==> config.mk <==
export PLATFORM = sky130hd
export DESIGN_NAME = keypad_scanner
export DESIGN_NICKNAME = d
export VERILOG_FILES = /design/src/rtl/keypad_pkg.sv /design/src/rtl/keypad_stable_counter.sv /design/src/rtl/keypad_scanner.sv
export SDC_FILE = /design/constraint.sdc
export NUM_CORES = 1
export LEC_CHECK = 0
export CORE_MARGIN = 3
export CORE_UTILIZATION = 40
export DETAILED_ROUTE_END_ITERATION = 8
export GPL_ROUTABILITY_DRIVEN = 0
export PLACE_DENSITY = 0.55
export SLEW_MARGIN = 20
export SYNTH_ARGS = -nofsm -noshare
export SYNTH_HDL_FRONTEND = slang
export SYNTH_HIERARCHICAL = 1
export SYNTH_SLANG_ARGS = --single-unit
==> constraint.sdc <==
create_clock -name clk -period 4.8 [get_ports clk]
set_input_delay 0.96 -clock clk [delete_from_list [all_inputs] [get_ports clk]]
set_output_delay 0.96 -clock clk [all_outputs]
set_load 0.02 [all_outputs]
==> src/rtl/keypad_pkg.sv <==
// keypad_pkg: shared types and constants for the 4x4 keypad scanner.
//   state_t     - scanner FSM states
//   KEY_MAP     - hex code per [row][col]
//   lowest_col  - priority encoder, col0 wins
//   row_mask    - active-low one-hot row drive for a row index
package keypad_pkg;

   localparam int ROWS = 4;
   localparam int COLS = 4;

   typedef enum logic [1:0] {SCAN, DEBOUNCE, HELD, RELEASE} state_t;

   localparam logic [3:0] KEY_MAP [ROWS][COLS] = '{
      '{4'h1, 4'h2, 4'h3, 4'hA},
      '{4'h4, 4'h5, 4'h6, 4'hB},
      '{4'h7, 4'h8, 4'h9, 4'hC},
      '{4'hE, 4'h0, 4'hF, 4'hD}
   };

   function automatic logic [1:0] lowest_col(input logic [3:0] cols);
      if (cols[0])      return 2'd0;
      else if (cols[1]) return 2'd1;
      else if (cols[2]) return 2'd2;
      else              return 2'd3;
   endfunction

   function automatic logic [3:0] row_mask(input logic [1:0] idx);
      return ~(4'b0001 << idx);
   endfunction

endpackage

==> src/rtl/keypad_stable_counter.sv <==
// keypad_stable_counter: counts consecutive cycles with level high.
//   clk, reset - clock, synchronous active-high reset
//   clear      - forces the count back to zero
//   level      - signal that must stay high
//   done       - high on the cycle the DEBOUNCE_CYCLES-th consecutive
//                high cycle is seen (count == DEBOUNCE_CYCLES-1, level high)
module keypad_stable_counter #(
   parameter logic [24:0] DEBOUNCE_CYCLES = 25'd300000
) (
   input  logic clk,
   input  logic reset,
   input  logic clear,
   input  logic level,
   output logic done
);

   logic [24:0] count;

   assign done = level && !clear && (count == DEBOUNCE_CYCLES - 25'd1);

   // Any low cycle restarts the run; count parks at the terminal value
   // until the owner clears it by leaving the state.
   always_ff @(posedge clk) begin
      if (reset || clear || !level) count <= '0;
      else if (!done)               count <= count + 25'd1;
   end

endmodule

==> src/rtl/keypad_scanner.sv <==
// keypad_scanner: scans a 4x4 keypad and emits one debounced event per press.
//   clk, reset - clock, synchronous active-high reset
//   col_sync   - synchronized columns, 1 = pressed
//   row        - active-low one-hot row drive
//   key_code   - hex code of the last accepted key
//   key_valid  - one-cycle pulse on acceptance
//   key_held   - high from acceptance until release is debounced
module keypad_scanner
   import keypad_pkg::*;
#(
   parameter logic [24:0] SCAN_DIV        = 25'd60000,
   parameter logic [24:0] DEBOUNCE_CYCLES = 25'd300000
) (
   input  logic       clk,
   input  logic       reset,
   input  logic [3:0] col_sync,
   output logic [3:0] row,
   output logic [3:0] key_code,
   output logic       key_valid,
   output logic       key_held
);

   state_t      state;
   logic [1:0]  row_idx;
   logic [1:0]  cap_col;
   logic [24:0] dwell;
   logic        cap_bit;
   logic        level;
   logic        clear;
   logic        stable;

   assign cap_bit = col_sync[cap_col];
   // One counter serves both debounce directions: press needs the bit high,
   // release needs it low. Held low in states that don't debounce, so every
   // entry to DEBOUNCE/RELEASE starts from zero.
   assign level   = (state == RELEASE) ? ~cap_bit : cap_bit;
   assign clear   = (state == SCAN) || (state == HELD);

   keypad_stable_counter #(.DEBOUNCE_CYCLES(DEBOUNCE_CYCLES)) u_stable (
      .clk   (clk),
      .reset (reset),
      .clear (clear),
      .level (level),
      .done  (stable)
   );

   always_ff @(posedge clk) begin
      if (reset) begin
         state     <= SCAN;
         row_idx   <= 2'd0;
         cap_col   <= 2'd0;
         row       <= 4'b1110;
         dwell     <= '0;
         key_code  <= 4'h0;
         key_valid <= 1'b0;
         key_held  <= 1'b0;
      end else begin
         key_valid <= 1'b0;
         case (state)
            SCAN: begin
               // Columns only mean something once the row has settled
               // through the synchronizer, so look at the terminal count only.
               if (dwell == SCAN_DIV - 25'd1) begin
                  dwell <= '0;
                  if (col_sync == 4'b0000) begin
                     row_idx <= row_idx + 2'd1;
                     row     <= row_mask(row_idx + 2'd1);
                  end else begin
                     cap_col <= lowest_col(col_sync);
                     state   <= DEBOUNCE;
                  end
               end else begin
                  dwell <= dwell + 25'd1;
               end
            end
            DEBOUNCE: begin
               if (!cap_bit) begin
                  state <= SCAN;
                  dwell <= '0;
               end else if (stable) begin
                  state     <= HELD;
                  key_valid <= 1'b1;
                  key_code  <= KEY_MAP[row_idx][cap_col];
                  key_held  <= 1'b1;
               end
            end
            HELD: begin
               if (!cap_bit) state <= RELEASE;
            end
            RELEASE: begin
               if (cap_bit) begin
                  state <= HELD;
               end else if (stable) begin
                  key_held <= 1'b0;
                  row_idx  <= row_idx + 2'd1;
                  row      <= row_mask(row_idx + 2'd1);
                  dwell    <= '0;
                  state    <= SCAN;
               end
            end
            default: state <= SCAN;
         endcase
      end
   end

endmodule

# Word level (Yosys, flattened, before mapping)
# Index checks and enable logic that the tools add are counted.
[classes] add_sub_neg=3 magnitude_cmp=3 n_eq_ne=16 shifts=1 n_mux=41 bitwise=6 n_reduce_logical=19
[op_table] op="2-to-1 mux 25 bit" count=4
[op_table] op="one-hot mux 25 bit (3 select lines)" count=1
[op_table] op="adder 25 x 1 -> 25 bit (second input constant)" count=2
[op_table] op="binary-select mux 16 bit (select 2 bit)" count=1
[op_table] op="2-to-1 mux 16 bit" count=2
[op_table] op="2-to-1 mux 2 bit" count=13
[op_table] op="== test 25 x 16 -> 1 bit (second input constant)" count=1
[op_table] op="== test 25 x 19 -> 1 bit (second input constant)" count=1
[op_table] op="2-to-1 mux 4 bit" count=6
[op_table] op="AND reduction 5 bit" count=3
[op_table] op="inequality test 2 bit (second input constant)" count=7
[op_table] op="binary-select mux 4 bit (select 2 bit)" count=1
[op_table] op="2-to-1 mux 1 bit" count=8
[op_table] op="one-hot mux 2 bit (4 select lines)" count=1
[op_table] op="one-hot mux 4 bit (2 select lines)" count=1
[op_table] op=">= comparator 3 bit (second input constant)" count=2
[op_table] op="inequality test 3 bit (second input constant)" count=2
[op_table] op="inverter 2 -> 3 bit" count=2
[op_table] op="AND reduction 3 bit" count=2
[op_table] op="== test 2 bit (second input constant)" count=2
[op_table] op="logical NOT 4 bit" count=1
[op_table] op="inequality test 2 x 1 -> 1 bit (second input constant)" count=2
[op_table] op="inverter 4 bit" count=1
[op_table] op="one-hot mux 2 bit (2 select lines)" count=1
[op_table] op="15 further kinds" count=22
[totals] regBits=66 input_bits=6 output_inout_bits=10

# Depth between registers and ports, before layout
[depth] depth_word=9 depth_mapped=14 mapped_depth_nobuf=11

# Hierarchy
# The synthesis kept the hierarchy.
[by_module_without_submodules] mod="keypad_scanner" instances=1 cells_each=265 area_each_um2=2279.7
[by_module_without_submodules] mod="keypad_stable_counter" instances=1 cells_each=158 area_each_um2=1322.5

# Least setup slack after synthesis
# OpenSTA, ideal clock, no wires.
[synth_timing] kind="input -> register" start="input port col_sync[3]" end="register dwell[10]" setup_time_ns=0.117 arrival_ns=3.871 slack_ns=0.812 path_stages=11 path_buffers=2 path_cell_list="mux4_2 buf_6 ha_1 nor2b_1 nand4_1 nor2_1 nor2b_1 a2111oi_1 a21o_1 buf_2 nor2_1"
[synth_between] elab_chain_len=8 elab_cells_between_ends=10 classes_between="eq/ne (3); mux (3); bitwise (1); reduce/logical (3)"
[synth_lines] element="start: declaration" line="keypad_scanner.sv:16" text="input logic [3:0] col_sync,"
[synth_lines] element="binary-select mux 1 bit (select 2 bit) (*)" line="keypad_scanner.sv:32" text="assign cap_bit = col_sync[cap_col];"
[synth_lines] element="2-to-1 mux 1 bit (implied by the code) (*)" line="keypad_scanner.sv:32"
[synth_lines] element="inverter 1 bit (no source line)"
[synth_lines] element="2-to-1 mux 1 bit (*)" line="keypad_scanner.sv:36" text="assign level = (state == RELEASE) ? ~cap_bit : cap_bit;"
[synth_lines] element="via level" line="keypad_scanner.sv:28" text="logic level;"
[synth_lines] element="logical AND 1 bit (*) (2 in series)" line="keypad_stable_counter.sv:19" text="assign done = level && !clear && (count == DEBOUNCE_CYCLES - 25'd1);"
[synth_lines] element="via stable" line="keypad_scanner.sv:30" text="logic stable;"
[synth_lines] element="inequality test 2 bit (no source line) (*)"
[synth_lines] element="AND reduction 4 bit (no source line) (*)"
[synth_lines] element="end signal: assignment" line="keypad_scanner.sv:73" text="dwell <= dwell + 25'd1;"
[synth_lines] element="end: declaration" line="keypad_scanner.sv:26" text="logic [24:0] dwell;"
# Mark *: on every way through the listed nets, which the timed path passes. The rest lies on a longest branch. The select of a mux whose other input is x is not followed.
# A chain may end at the register's enable or synchronous reset.

# Final worst setup path
[layout_timing] start="input port col_sync[1]" end="register dwell[13]"
# Same word-level chain as after synthesis.

==> flow_summary.ini <==
[status]
status = completed

[drt]
num_vias = 3023
wl_per_cell_um = 13.8
first_pass_iters = 4
first_iter_violations = 101
postRouteAntennaNets = 0
drt_wl_total_um = 7510
route.detailed.drc = 0
vias_per_cell = 5.57

[logic_synthesis]
ys_warn_count = 6
synth_seq_cells = 66
avgSynthCellArea_um2 = 8.52
syn_area_um2 = 3600
yosysSeqAreaShare = 0.367
synthCells = 423
async_reset_ff_frac = 0
synth_area_leaders = dfxtp_1 (37%), xnor2_1 (5.3%), nor2_1 (5.2%)
synthFlopType = dfxtp_1
synth_top_area_share = 0.367
yosys.area.top_type = dfxtp_1
synthDistinctLibCells = 52
synth-edff-count = 0
syn-num-nets = 443

[grt]
grt_use_total = 0.157
grt_max_degree = 26
antenna_found_initial = 0
grt_overflow = 0
grt_pass1_wl_um = 13000
grt_pass1_vias = 2731

[placement]
place_ws_ns = 0.235
numPortBuffers = 15
dpl-instance-area_um2 = 3830
post-dp-hpwl_um = 5210
dp_cells = 529

[die]
die_w_um = 101
rows = 33
start_util = 0.426
core_um2 = 8460
ios = 16
die_h_um = 101
die-area_um2 = 10200

[sta]
fin_crit_ns = 4.22
finalHoldViolCount = 0
rsz0062_at_grt = false
fin_ws_ns = 0.583
slew_viol_final = 0
tns_ns = 0
skew_ns = 0.0114
fin_crit_sh = 0.879
slew-limit-headroom = 0.392
setup_viol = 0
fmax_mhz = 237
worst_pin_slew_ns = 0.911

[pwr]
sw_frac_of_total = 0.265
power.internal_uw = 898
comb_power_share = 0.138
p_per_area_nw_per_um2 = 304
ir_drop_mv = 0.171
leakagePower_uw = 0.00133
pwr-share-clk = 0.382
p_seq_frac = 0.480
switchingPower_uw = 324

[clock_tree]
cts_max_path_buffers = 2
clk_pin_slew_worst_paths_ns = 0.07
htreeDepth = 3
cts.repair.resized = 0
holdBufCountCts = 0
cts_tree = yes
post_cts_buffers = 0
worstSkewPairLatency_ns = 0.34
cts_made_buffers = 9
clockRootBuffer = clkbuf_8
clock-sinks = 66

[setup_path]
start_kind = primary input
r2r_slack_ns = 1.05
crit_type = primary input to flip-flop
critPathRequiredTime_ns = 5.07
cp.arrival_ns = 4.49
end_kind = flip-flop
worstReg2RegEnd = dwell[13]
critPathMaxFanout = 10
r2r_cells = 10
r2r_start = cap_col[1]

[cells_and_area]
final_cells = 543
stdcell_area_um2 = 4020
nets = 455
drive_gt1_frac = 0.0731
antenna_cells = 0
syn_to_final_growth_pct = 11.7
final_core_util = 0.475

[job]
drv_cap = 0

[min_path]
min_from = u_stable/count[24]
worstHoldPathCells = 2
hp-class = flip-flop to flip-flop
min_to = u_stable/count[24]
## synth_stat cells, types with 12 or more instances
| master | number |
|---|---|
| nor2_1 | 50 |
| nand2_1 | 24 |
| nor4_1 | 13 |
| inv_1 | 13 |
| ha_1 | 14 |
| dfxtp_1 | 66 |
| mux2i_1 | 12 |
| xnor2_1 | 22 |
| o21ai_0 | 16 |
| nand3_1 | 18 |
| nor3_1 | 14 |
| a21oi_1 | 22 |
| and4_1 | 13 |
| clkbuf_1 | 14 |
## registers in the layout, indices dropped and copies added (netlist names), named ones only
register and count:
cap_col 2, dwell 25, key_code 4, key_held 1, key_valid 1, row 4, row_idx 2, state 1
u_stable/count 25
## metal layers
metal  part of all wire  track usage  routed length (um)  up-vias
li1                   -            -                   -     1554
met1               0.52        0.223                3920     1415
met2               0.43        0.231                3200       47
met3              0.041       0.0408                 311        7
met4             0.0092       0.0511                  69        0
met5                  0            0                   0        -
## critical path, cell delays in order
cell	delay, ns
clkdlybuf4s50_1	0.45
mux4_2	0.50
ha_1	0.29
nor2b_1	0.21
nand4_1	0.20
nor2_1	0.19
nor2b_1	0.10
a2111o_1	0.53
or3_1	0.43
or4b_1	0.47
a21oi_1	0.15
## stage by stage
step,power [uW],hold WS (ns)
2_1_floorplan,719,0.448
3_3_place_gp,768,0.465
3_5_place_dp,768,0.474
4_1_cts,1240,0.483
5_1_grt,1300,0.502
6_report,1220,0.485
## kinds of logic after synthesis
| group | after synthesis | synth area share |
|---|---|---|
| xor gates and xnor gates | 30 | 0.0729 |
| AOI/OAI and AO/OA | 64 | 0.113 |
| muxes | 15 | 0.0458 |
| buffers and inverters | 33 | 0.0406 |
| adders and majority gates | 14 | 0.0486 |
| and+or+nand+nor | 201 | 0.313 |
| DFF | 66 | 0.367 |
## power groups by stage
stage                     sequential, uW  clock, uW  combinational (uW)
after floorplan                      600          0                 119
after global placement               599          0                 168
after detailed placement             599          0                 169
final                                587        466                 169
after global routing                 590        513                 194
after CTS                            587        482                 171
## worst max-delay path by stage
| stage | startpoint | end | slack, ns |
|---|---|---|---|
| 6_report | col_sync[1] | dwell[13] | 0.58 |
| 3_3_place_gp | col_sync[1] | dwell[24] | 0.30 |
| 3_5_place_dp | col_sync[1] | dwell[13] | 0.24 |
| 4_1_cts | col_sync[1] | dwell[13] | 0.58 |
| 5_1_grt | col_sync[1] | dwell[24] | 0.34 |
| 2_1_floorplan | col_sync[3] | dwell[10] | 0.81 |
## cell type report
class / count / area, um2
Fill cell: 830 / 4440
Timing Repair Buffer: 21 / 195
Clock inverter: 3 / 40.0
Inverter: 13 / 48.8
Tap cell: 105 / 131
Clock buffer: 11 / 151
Sequential cell: 66 / 1320
Multi-Input combinational cell: 324 / 2130
## placed cells by master (no fill, tap or decap), types with 11 or more instances in the layout
cell type	Yosys	routed
mux2i_1	12	12
clkbuf_8	0	11
clkdlybuf4s50_1	0	15
nor4_1	13	13
nand3_1	18	18
a21oi_1	22	22
nand2_1	24	24
xnor2_1	22	22
inv_1	13	13
nor3_1	14	14
dfxtp_1	66	66
ha_1	14	14
o21ai_0	16	16
and4_1	13	13
nor2_1	50	50
Note: power is estimated with default switching activity, not from simulation.
